==> src/rtl/ps2_key_event_ctrl.sv <==
// PS/2 scan-code sequencer: decodes E0/F0 prefixes, suppresses typematic
// repeats, counts key presses, tracks the held key and queues key events
// in a first-word-fall-through FIFO drained by a valid/ready consumer.
//
// Ports:
//   clk, resetn         clock, asynchronous active-low reset
//   rx_valid, rx_data   one-cycle strobe with a received scan-code byte
//   evt_valid/_ready    FIFO head handshake
//   evt_code/_ext/_brk  FIFO head event (held when no event is shown)
//   fifo_count          occupied FIFO entries
//   press_cnt           number of accepted make events (wraps)
//   key_held, held_code, held_ext   currently held key
//   overflow, ovf_clr   sticky dropped-event flag and its clear
//
// Build option: define PS2_BREAK_EVT_EN to also queue break (release)
// events; otherwise breaks only release the held key and evt_brk is 0.
module ps2_key_event_ctrl #(
   parameter int FIFO_DEPTH = 8,
   parameter int CNT_W      = 8
) (
   input  logic                          clk,
   input  logic                          resetn,
   input  logic                          rx_valid,
   input  logic [7:0]                    rx_data,
   output logic                          evt_valid,
   output logic [7:0]                    evt_code,
   output logic                          evt_ext,
   output logic                          evt_brk,
   input  logic                          evt_ready,
   output logic [$clog2(FIFO_DEPTH):0]   fifo_count,
   output logic [CNT_W-1:0]              press_cnt,
   output logic                          key_held,
   output logic [7:0]                    held_code,
   output logic                          held_ext,
   output logic                          overflow,
   input  logic                          ovf_clr
);

   localparam int AW = $clog2(FIFO_DEPTH);
   localparam int PW = AW + 1;

   typedef enum logic [1:0] {
      S_IDLE,
      S_EXT,
      S_BRK,
      S_EXT_BRK
   } state_t;

   state_t state, state_nxt;

   logic   is_ctl;
   logic   mk_stb;
   logic   brk_stb;
   logic   ext_cur;
   logic   held_hit;
   logic   new_make;
   logic   push;
   logic   pop;
   logic   full;
   logic   wr_en;
   logic   drop;

   logic [PW-1:0] wr_ptr, rd_ptr;
   logic [AW-1:0] wr_idx, rd_idx;

   logic [7:0] mem_code [FIFO_DEPTH];
   logic       mem_ext  [FIFO_DEPTH];
   logic [7:0] last_code;
   logic       last_ext;

   // Controller/status bytes (BAT result, ACK, echo, resend, errors)
   // abort any pending prefix and never produce an event.
   assign is_ctl = rx_data inside {8'h00, 8'hFF, 8'hAA,
                                   8'hFA, 8'hEE, 8'hFE};

   always_ff @(posedge clk or negedge resetn) begin
      if (!resetn) state <= S_IDLE;
      else         state <= state_nxt;
   end

   always_comb begin
      state_nxt = state;
      mk_stb    = 1'b0;
      brk_stb   = 1'b0;
      ext_cur   = 1'b0;
      if (rx_valid) begin
         if (is_ctl) begin
            state_nxt = S_IDLE;
         end else begin
            unique case (state)
               S_IDLE: begin
                  if (rx_data == 8'hE0)      state_nxt = S_EXT;
                  else if (rx_data == 8'hF0) state_nxt = S_BRK;
                  else                       mk_stb    = 1'b1;
               end
               S_EXT: begin
                  if (rx_data == 8'hF0) begin
                     state_nxt = S_EXT_BRK;
                  end else if (rx_data != 8'hE0) begin
                     mk_stb    = 1'b1;
                     ext_cur   = 1'b1;
                     state_nxt = S_IDLE;
                  end
               end
               S_BRK: begin
                  if (rx_data == 8'hE0) begin
                     state_nxt = S_EXT_BRK;
                  end else if (rx_data != 8'hF0) begin
                     brk_stb   = 1'b1;
                     state_nxt = S_IDLE;
                  end
               end
               S_EXT_BRK: begin
                  if (rx_data != 8'hE0 && rx_data != 8'hF0) begin
                     brk_stb   = 1'b1;
                     ext_cur   = 1'b1;
                     state_nxt = S_IDLE;
                  end
               end
            endcase
         end
      end
   end

   // A make matching the held key is a typematic repeat.
   assign held_hit = key_held && (held_ext == ext_cur) &&
                     (held_code == rx_data);
   assign new_make = mk_stb && !held_hit;

`ifdef PS2_BREAK_EVT_EN
   assign push = new_make || brk_stb;
`else
   assign push = new_make;
`endif

   assign wr_idx     = wr_ptr[AW-1:0];
   assign rd_idx     = rd_ptr[AW-1:0];
   assign fifo_count = wr_ptr - rd_ptr;
   assign evt_valid  = (fifo_count != '0);
   assign full       = (fifo_count == PW'(FIFO_DEPTH));
   assign pop        = evt_valid && evt_ready;
   // A pop on the same edge frees the slot a full-FIFO push needs.
   assign wr_en      = push && (!full || pop);
   assign drop       = push && full && !pop;

   always_ff @(posedge clk) begin
      if (wr_en) begin
         mem_code[wr_idx] <= rx_data;
         mem_ext[wr_idx]  <= ext_cur;
      end
   end

   always_ff @(posedge clk or negedge resetn) begin
      if (!resetn) begin
         wr_ptr    <= '0;
         rd_ptr    <= '0;
         last_code <= '0;
         last_ext  <= 1'b0;
      end else begin
         if (wr_en) wr_ptr <= wr_ptr + PW'(1);
         if (pop) begin
            rd_ptr    <= rd_ptr + PW'(1);
            last_code <= mem_code[rd_idx];
            last_ext  <= mem_ext[rd_idx];
         end
      end
   end

   // Head is visible while valid; otherwise the last popped event holds.
   assign evt_code = evt_valid ? mem_code[rd_idx] : last_code;
   assign evt_ext  = evt_valid ? mem_ext[rd_idx]  : last_ext;

`ifdef PS2_BREAK_EVT_EN
   logic mem_brk [FIFO_DEPTH];
   logic last_brk;

   always_ff @(posedge clk) begin
      if (wr_en) mem_brk[wr_idx] <= brk_stb;
   end

   always_ff @(posedge clk or negedge resetn) begin
      if (!resetn)  last_brk <= 1'b0;
      else if (pop) last_brk <= mem_brk[rd_idx];
   end

   assign evt_brk = evt_valid ? mem_brk[rd_idx] : last_brk;
`else
   assign evt_brk = 1'b0;
`endif

   always_ff @(posedge clk or negedge resetn) begin
      if (!resetn) begin
         press_cnt <= '0;
         key_held  <= 1'b0;
         held_code <= '0;
         held_ext  <= 1'b0;
         overflow  <= 1'b0;
      end else begin
         if (new_make) begin
            press_cnt <= press_cnt + CNT_W'(1);
            key_held  <= 1'b1;
            held_code <= rx_data;
            held_ext  <= ext_cur;
         end else if (brk_stb && held_hit) begin
            key_held  <= 1'b0;
         end
         if (drop)         overflow <= 1'b1;
         else if (ovf_clr) overflow <= 1'b0;
      end
   end

endmodule

==> config.mk <==
export PLATFORM = sky130hd
export DESIGN_NAME = ps2_key_event_ctrl
export DESIGN_NICKNAME = d
export VERILOG_FILES = /design/src/rtl/ps2_key_event_ctrl.sv
export SDC_FILE = /design/constraint.sdc
export NUM_CORES = 1
export LEC_CHECK = 0
export BUFFER_PORTS_ARGS = -buffer_cell sky130_fd_sc_hd__buf_2
export CORE_ASPECT_RATIO = 0.6
export CORE_MARGIN = 2
export CORE_UTILIZATION = 50
export DETAILED_ROUTE_END_ITERATION = 6
export PLACE_DENSITY = 0.69
export SYNTH_ARGS = -nofsm -noshare
export SYNTH_HDL_FRONTEND = slang
export SYNTH_SLANG_ARGS = --single-unit
==> constraint.sdc <==
create_clock -name clk -period 4.28 [get_ports clk]
set_input_delay 0.214 -clock clk [delete_from_list [all_inputs] [get_ports clk]]
set_output_delay 0.214 -clock clk [all_outputs]
set_load 0.02 [all_outputs]
==> impl_metrics.tcl <==
set metrics [dict create \
    synth_nets 336 \
    fin_crit_sh_pct 81.8 \
    slew_viol_final 0 \
    antenna_found_initial 0 \
    postLayoutCellArea_um2 5500 \
    p_sw_mw 1.58 \
    synth_top_area_share_pct 45.4 \
    fin_nets 390 \
    drc_errors 0 \
    holdWs_ns 0.0723 \
    htreeDepth 3 \
    status "complete, no violations" \
    hold_viol 0 \
    grt_pass1_wl_um 14900 \
    cts_root_buf "clkbuf_16" \
    pwr-share-clk_pct 19.4 \
    finClkSkew_ns 0.00817 \
    r2r-start "wr_ptr[0]" \
    hold_path_depth 2 \
    sw_frac_of_total_pct 39.5 \
    yosys-top-cells-count "72 x edfxtp_1, 38 x dfrtp_1, 29 x nand2_1" \
    hold_end "overflow" \
    initial_core_util_pct 51.6 \
    p_leak_nw 2.11 \
    yosysSeqAreaShare_pct 65.4 \
    cts_tree "yes" \
    setup_tns_ns 0 \
    drt_iter0_markers 231 \
    p_int_mw 2.42 \
    synth_edf_count 72 \
    critical_path.startpoint "wr_ptr[0]" \
    cp-start-kind "flop" \
    routed_wl_um 9540 \
    fp-row-count 27 \
    die_height_um 79.6 \
    grt_overflow 0 \
    crit_type "flop to output pin" \
    place_area_um2 5200 \
    ir_worst_vdd_v 0.000514 \
    synth_cells 316 \
    hpwlAfterDp_um 6410 \
    r2r_setup_slack_ns 1.34 \
    drtAntennaViolNets 0 \
    first_global_vias 2643 \
    worstPathArrival_ns 3.29 \
    gp_congestion 0.833 \
    io_pins 47 \
    syn_avg_cell_area_um2 15.1 \
    grtUsageTotal_pct 20.1 \
    p_seq_share_pct 37.7 \
    clock_path_buffers 2 \
    cts.reportedPaths.clkPinSlew_ns 0.06 \
    dieArea_um2 10300 \
    drive_gt1_share_pct 29.3 \
    max_slew_margin_pct 44.1 \
    synth_warnings 0 \
    min_period_ns 3.50 \
    yosysMostFrequentCell "edfxtp_1" \
    powerDensity_nw_per_um2 729 \
    core_area_um2 9220 \
    power_frac_comb_pct 42.9 \
    diodes 0 \
    die_width_um 130 \
    syn_area_um2 4760 \
    hp-start "ovf_clr" \
    reg2reg_to "mem_code[7][6]" \
    tightest_slew_ns 0.839 \
    io_buffers 45 \
    pre_cts_ws_ns 1.17 \
    rr_worst_depth 9 \
    maxCapViolCount 0 \
    drtPass1Iterations 4 \
    synthArstFlopShare_pct 34.5 \
    finalWorstSetupSlack_ns 0.778 \
    synthTopCellsByArea "edfxtp_1 45%, dfrtp_1 20%, mux4_2 8.5%" \
    avgRoutedWirePerCell_um 18.9 \
    rsz0062_at_grt "no" \
    crit_path_end_kind "output pin" \
    hold_class "input pin to flop" \
    fmaxAchievable_mhz 286 \
    via_per_inst 5.53 \
    yosysUniqueCellTypes 45 \
    vias 2794 \
    synthFlopType "edfxtp_1" \
    ys_ff_latch 110 \
    post-route-util_pct 59.6 \
    path_max_fanout 20 \
    postCtsHoldBufs 1 \
    cts.sinks 110 \
    area_growth_pct 15.5 \
    grt_max_degree 39 \
    clk_latency_ns 0.35 \
    cts-buffers-inserted 9 \
    post_cts_buffers 0 \
    cts-resized-gates 0 \
    yosysTopAreaCell "edfxtp_1" \
    cp.required_ns 4.07 \
    setup_violations 0 \
]
-- stage by stage --
| step | instances | total power, mW |
|---|---|---|
| floorplan | 316 | 2.69 |
| CTS | 505 | 4.05 |
| finish | 505 | 4.01 |
| global route | 505 | 4.25 |
| global placement | 488 | 3.21 |
| detailed placement | 488 | 3.26 |
-- cell type report --
class	count	area [um2]
repair buffers	57	318
well taps	130	163
clock inverters	7	60.1
flip-flops and latches	110	3110
clock buffers	9	225
inverters	11	41.3
fillers	735	3730
multi-input cells	181	1580
-- cells by family (layout without fill, tap and decap cells) --
family / count (synthesis) / after routing / synth area share (%)
compound gates: 34 / 34 / 4.76
xor+xnor: 24 / 24 / 4.42
fa+ha+maj: 7 / 7 / 2.00
buf+inv: 25 / 84 / 2.47
flops: 110 / 110 / 65.4
mux: 32 / 32 / 11.6
other cells: 1 / 1 / 0.0788
simple gates: 83 / 83 / 9.23
-- placed cells by master (no fill, tap or decap), types with 2 or more instances in the layout --
cell type	netlist	final
a21oi_1	13	13
mux2i_1	9	9
xor2_1	10	10
ha_1	6	6
nand2_1	29	29
nand3_1	7	7
buf_2	4	45
edfxtp_1	72	72
clkbuf_16	0	9
or4_1	2	2
and3_1	4	4
buf_4	1	11
mux4_2	18	18
nand4_1	7	7
mux2_2	4	4
clkinvlp_4	0	2
inv_1	10	10
nor4_1	11	4
nor2_1	12	12
xnor2_1	14	14
nor4_2	0	7
dfrtp_1	38	38
or3_1	2	2
and2_1	2	2
o21ai_0	12	12
-- per-layer routing --
metal | vias up | part of all wire (%) | track usage (%)
li1 | 1289 | - | -
met4 | 0 | 0.85 | 7.74
met1 | 1418 | 49 | 31.3
met5 | - | 0 | 0
met2 | 82 | 44 | 27.3
met3 | 5 | 6.6 | 4.62
-- sequential cells by signal (all words and copies together) (netlist names) --
register	cells
mem_ext	8
overflow	1
last_ext	1
last_code	8
state	2
mem_code	64
press_cnt	8
key_held	1
rd_ptr	4
held_code	8
wr_ptr	4
held_ext	1
-- critical path: stages (launching register included) --
cell	delay, ns
dfrtp_1	0.54
inv_1	0.18
ha_1	0.26
fa_1	0.48
inv_1	0.06
or3_1	0.39
or3_1	0.59
nor2_1	0.20
a21oi_1	0.05
buf_2	0.19
-- worst max-delay path by stage --
stage / to / slack (ns) / depth (start not counted)
final: evt_code[3] / 0.78 / 9
after CTS: evt_code[3] / 0.78 / 9
after floorplan: mem_code[0][0] / 0.75 / 9
after global placement: evt_code[5] / 1.29 / 9
after detailed placement: evt_code[3] / 1.17 / 9
after global routing: evt_code[5] / 0.59 / 9
-- power by group through the flow --
stage | clock network (mW) | registers (mW) | logic [mW]
2_1_floorplan | 0 | 1.54 | 1.16
3_3_place_gp | 0 | 1.52 | 1.69
3_5_place_dp | 0 | 1.53 | 1.73
4_1_cts | 0.803 | 1.51 | 1.73
5_1_grt | 0.840 | 1.54 | 1.88
6_report | 0.779 | 1.51 | 1.72
Power figures use the tool's default switching activity.
